### src/rtl/pipe_ctrl.sv
// Front-end pipeline control: per-stage stall chaining and
// redirect/flush sequencing for exceptions and branch mispredicts.
module pipe_ctrl #(
    parameter int ADDR_WIDTH = 32,
    parameter int CNT_WIDTH  = 16
) (
    input  logic                  clk,
    input  logic                  rst,
    input  logic                  stall_req_if,
    input  logic                  stall_req_id,
    input  logic                  stall_req_rn,
    input  logic                  exc_valid,
    input  logic [ADDR_WIDTH-1:0] exc_pc,
    input  logic                  br_miss_valid,
    input  logic [ADDR_WIDTH-1:0] br_target,
    output logic                  stall_pc,
    output logic                  stall_if,
    output logic                  stall_id,
    output logic                  stall_rn,
    output logic                  flush_front,
    output logic                  redirect_valid,
    output logic [ADDR_WIDTH-1:0] redirect_pc,
    output logic [CNT_WIDTH-1:0]  redirect_cnt
);

    typedef enum logic [1:0] {
        IDLE,
        FLUSH,
        DRAIN
    } state_t;

    state_t                state_q, state_d;
    logic [ADDR_WIDTH-1:0] pend_pc_q, pend_pc_d;
    logic                  pend_exc_q, pend_exc_d;
    logic [CNT_WIDTH-1:0]  cnt_q;
    logic                  fire;

    // Next-state, pending-target capture and stall/flush outputs
    always_comb begin
        state_d     = state_q;
        pend_pc_d   = pend_pc_q;
        pend_exc_d  = pend_exc_q;
        fire        = 1'b0;
        flush_front = 1'b0;
        stall_rn    = stall_req_rn;
        stall_id    = stall_req_id | stall_req_rn;
        stall_if    = stall_req_if | stall_req_id | stall_req_rn;
        stall_pc    = stall_req_if | stall_req_id | stall_req_rn;
        unique case (state_q)
            IDLE: begin
                if (exc_valid) begin
                    pend_pc_d  = exc_pc;
                    pend_exc_d = 1'b1;
                    state_d    = FLUSH;
                end else if (br_miss_valid) begin
                    pend_pc_d  = br_target;
                    pend_exc_d = 1'b0;
                    state_d    = FLUSH;
                end
            end
            FLUSH, DRAIN: begin
                flush_front = 1'b1;
                stall_rn    = 1'b0;
                stall_id    = 1'b0;
                stall_if    = stall_req_if;
                stall_pc    = stall_req_if;
                // A newer redirect restarts the flush; a branch
                // never displaces a pending exception.
                if (exc_valid) begin
                    pend_pc_d  = exc_pc;
                    pend_exc_d = 1'b1;
                    state_d    = FLUSH;
                end else if (br_miss_valid && !pend_exc_q) begin
                    pend_pc_d  = br_target;
                    pend_exc_d = 1'b0;
                    state_d    = FLUSH;
                end else if (!stall_req_if) begin
                    fire    = 1'b1;
                    state_d = IDLE;
                end else begin
                    state_d = DRAIN;
                end
            end
            default: state_d = IDLE;
        endcase
    end

    // Reset aborts an in-flight flush without emitting its redirect
    always_comb begin
        redirect_valid = fire & ~rst;
        redirect_pc    = (state_q == IDLE) ? '0 : pend_pc_q;
        redirect_cnt   = cnt_q;
    end

    // State, pending target and redirect counter registers
    always_ff @(posedge clk) begin
        if (rst) begin
            state_q    <= IDLE;
            pend_pc_q  <= '0;
            pend_exc_q <= 1'b0;
            cnt_q      <= '0;
        end else begin
            state_q    <= state_d;
            pend_pc_q  <= pend_pc_d;
            pend_exc_q <= pend_exc_d;
            if (fire) begin
                cnt_q <= cnt_q + CNT_WIDTH'(1);
            end
        end
    end

endmodule

### config.mk
export PLATFORM = sky130hd
export DESIGN_NAME = pipe_ctrl
export DESIGN_NICKNAME = d
export VERILOG_FILES = /design/src/rtl/pipe_ctrl.sv
export SDC_FILE = /design/constraint.sdc
export NUM_CORES = 1
export LEC_CHECK = 0
export ABC_AREA = 1
export CAP_MARGIN = 40
export CORE_AREA = 5 5 89 91
export DETAILED_ROUTE_END_ITERATION = 10
export DIE_AREA = 0 0 94 96
export GPL_TIMING_DRIVEN = 0
export PLACE_DENSITY_LB_ADDON = 0.08
export SLEW_MARGIN = 20
export SYNTH_ARGS = -nofsm -noshare
export SYNTH_HDL_FRONTEND = slang
export SYNTH_SLANG_ARGS = --single-unit
### constraint.sdc
create_clock -name clk -period 1.9 [get_ports clk]
set_clock_uncertainty 0.05 [all_clocks]
set_input_delay 0.475 -clock clk [delete_from_list [all_inputs] [get_ports clk]]
set_output_delay 0.475 -clock clk [all_outputs]
set_load 0.03 [all_outputs]
==> flow_metrics.env <==
export IMPL_synth_seq_area_share=0.353
export IMPL_place_ws_ns=-0.801
export IMPL_worst_ep_required_time_ns=1.37
export IMPL_yosys_warnings=0
export IMPL_status="finished with violations"
export IMPL_dp_final_hpwl_um=6280
export IMPL_ant_nets=0
export IMPL_finalHoldViolations=0
export IMPL_synth_compound_area_share=0.201
export IMPL_power_density_cell_area_nw_per_um2=813
export IMPL_syn_inst=437
export IMPL_number_of_enable_type_register_cells_in_the_synthesized_netlist=0
export IMPL_grt_first_pass_wirelength_um=13600
export IMPL_ys_dominant_reg_cell="sky130_fd_sc_hd__dfxtp_1"
export IMPL_critical_path_endpoint_type="primary output"
export IMPL_number_of_global_route_vias_before_repair=2911
export IMPL_critical_path_class="register to primary output"
export IMPL_net_count_of_the_finished_layout=655
export IMPL_clk_path_buf_depth=2
export IMPL_final_core_utilization=0.686
export IMPL_drive_above_1_share=0.284
export IMPL_largest_net_degree_at_the_start_of_global_routing=15
export IMPL_cts_hold_buffers=0
export IMPL_num_io_pins=125
export IMPL_final_hold_worst_slack_ns=0.409
export IMPL_synth_top_family_by_area="simple AND/OR/NAND/NOR gates"
export IMPL_route_detailed_drc=0
export IMPL_timing_slew_headroom=0.667
export IMPL_grt_ovfl_total=0
export IMPL_portBuffers=122
export IMPL_route_vias_total=3154
export IMPL_initial_utilization=0.410
export IMPL_tritoncts_num_buffers=5
export IMPL_muxShareOfSynthArea=0
export IMPL_grt_use_met2=0.323
export IMPL_maxCapViolCount=0
export IMPL_post_drt_via_cell_ratio=4.63
export IMPL_min_delay_worst_type="register to register"
export IMPL_failed_checks="setup timing"
export IMPL_timing_fmax_ghz=0.500
export IMPL_gp_routability_congestion=0.833
export IMPL_fillerInstances=633
export IMPL_clock_insertion_delay_at_the_later_pin_of_the_skew_report_ns=0.30
export IMPL_initialDrtViolationCount=61
export IMPL_die_x_um=94
export IMPL_grt_setup_unrepaired="yes"
export IMPL_clock_pin_slew_on_the_worst_setup_and_hold_paths_ns=0.09
export IMPL_ys_async_sr_fraction=0
export IMPL_syn_avg_cell_area_um2=6.62
export IMPL_route_final_wire_length_um=8800
export IMPL_met3_usage=0.0516
export IMPL_mapped_nets=511
export IMPL_post_synth_and_or_nand_nor_area_fraction=0.310
export IMPL_fin_tns_setup_ns=-0.260
export IMPL_critPathArrivalTime_ns=1.47
export IMPL_clock_sink_count=51
export IMPL_placementRows=31
export IMPL_grtUsageTotal=0.186
export IMPL_insertedDiodeCount=0
export IMPL_synth_unique_cells=29
export IMPL_floorplan_die_area_um2=9020
export IMPL_max_vdd_ir_drop_uv=367
export IMPL_leakage_nw=2.09
export IMPL_clk_root_buffer_cell="sky130_fd_sc_hd__clkbuf_8"
export IMPL_timing_final_crit_share=1.05
export IMPL_mostFrequentLayoutCell="sky130_fd_sc_hd__nand2_1"
export IMPL_core_um2=7060
export IMPL_finalMaxSlewViolations=0
export IMPL_htree_levels=2
export IMPL_avgRoutedWirePerCell_um=12.9
export IMPL_mostFrequentLayoutCells="sky130_fd_sc_hd__nand2_1, sky130_fd_sc_hd__clkdlybuf4s50_1, sky130_fd_sc_hd__dfxtp_1, sky130_fd_sc_hd__inv_1, sky130_fd_sc_hd__buf_6"
export IMPL_setup_slack_ns=-0.0983
export IMPL_grt_use_met1=0.230
export IMPL_layout_min_cycle_time_ns=2.00
export IMPL_yosys_area_share_xor_xnor=0
export IMPL_timing_critical_path_from_type="register"
export IMPL_timing_critical_path_fanout_max=6
export IMPL_worst_r2r_setup_slack_ns=0.07
export IMPL_tritoncts="built"
export IMPL_tightest_slew_ns=0.500
export IMPL_fp_dieH_um=96
export IMPL_yosys_register_bits=51
export IMPL_synth_area_um2=2890
export IMPL_global_route_peak_usage_layer="met2"
export IMPL_antenna_found_initial=0
export IMPL_finalSetupViolCount=9
export IMPL_syn2layout_area_growth_pct=67.3
export IMPL_first_pass_iters=4
export IMPL_yosys_area_share_adder=0.0130
critical path: stages, from the launching register on:
cell,delay [ns]
sky130_fd_sc_hd__dfxtp_2,0.35
sky130_fd_sc_hd__inv_2,0.05
sky130_fd_sc_hd__ha_4,0.29
sky130_fd_sc_hd__nand4_1,0.13
sky130_fd_sc_hd__buf_6,0.16
sky130_fd_sc_hd__nor2_4,0.07
sky130_fd_sc_hd__buf_6,0.13
sequential cells by signal (all words and copies together) (netlist names):
register,count
pend_pc_q,32
redirect_cnt,16
state_q,2
pend_exc_q,1
logic make-up (layout without fill, tap and decap cells):
| logic type | after synthesis | in the layout |
|---|---|---|
| flip-flops | 51 | 51 |
| buffers and inverters | 75 | 220 |
| AND/OR/NAND/NOR | 223 | 223 |
| adder cells (fa/ha/maj) | 3 | 3 |
| AO/OA/AOI/OAI | 85 | 85 |
cells in the mapped netlist (2+ instances only):
cell type / n / area share
sky130_fd_sc_hd__nand2_1: 131 / 0.17
sky130_fd_sc_hd__a21oi_1: 26 / 0.045
sky130_fd_sc_hd__o21ai_1: 7 / 0.012
sky130_fd_sc_hd__nor3_1: 7 / 0.012
sky130_fd_sc_hd__clkbuf_1: 10 / 0.013
sky130_fd_sc_hd__nand4_1: 2 / 0.0043
sky130_fd_sc_hd__buf_4: 3 / 0.0078
sky130_fd_sc_hd__o21ai_2: 20 / 0.061
sky130_fd_sc_hd__dfxtp_1: 51 / 0.35
sky130_fd_sc_hd__ha_1: 3 / 0.013
sky130_fd_sc_hd__nor2_1: 64 / 0.083
sky130_fd_sc_hd__nor2_2: 3 / 0.0065
sky130_fd_sc_hd__inv_1: 49 / 0.064
sky130_fd_sc_hd__buf_2: 5 / 0.0086
sky130_fd_sc_hd__a21oi_2: 20 / 0.061
sky130_fd_sc_hd__nand3_1: 11 / 0.019
sky130_fd_sc_hd__o21ai_0: 10 / 0.017
sky130_fd_sc_hd__buf_6: 4 / 0.016
metrics by stage:
step                cell area [um^2]  power [mW]  std cells
finish                          4840        3.93        681
global route                    4840        4.16        681
CTS                             4360        3.51        673
detailed placement              4260        2.87        658
global placement                4260        2.84        658
floorplan                       2920        2.32        437
worst paths after layout:
check,start,endpoint,cells past startpoint
hold reg to reg,pend_pc_q[31],pend_pc_q[31],2
setup / recovery,state_q[0],redirect_valid,6
setup reg to reg,state_q[0],pend_pc_q[12],9
hold / removal,pend_pc_q[31],pend_pc_q[31],2
metal layers:
| layer | wire [um] | part of all wire | vias up |
|---|---|---|---|
| met1 | 3740 | 0.43 | 1429 |
| met2 | 4420 | 0.50 | 73 |
| li1 | - | - | 1646 |
| met4 | 76 | 0.0086 | 0 |
| met3 | 555 | 0.063 | 6 |
| met5 | 0 | 0 | - |
power by group:
group	leakage, nW	internal [mW]	switching (mW)
Clock	0.0422	0.260	0.353
Combinational	1.62	0.911	1.13
Sequential	0.420	1.23	0.0452
final cells by class:
cell class / instances / area (um^2) / area share
inverters: 50 / 188 / 0.0388
repair buffers: 138 / 1420 / 0.293
flip-flops and latches: 51 / 1020 / 0.211
multi-input cells: 311 / 1790 / 0.370
plain buffers: 24 / 216 / 0.0447
clock buffers: 7 / 76.3 / 0.0158
clock inverters: 1 / 5.00 / 0.00103
well taps: 99 / 124 / 0.0256
timing repair:
action,in CTS,in global routing
pin swaps,3,34
cloned,1,2
resized for setup,249,127
buffers inserted,7,8
endpoints found under the setup margin,53,40
Power figures use the tool's default switching activity.
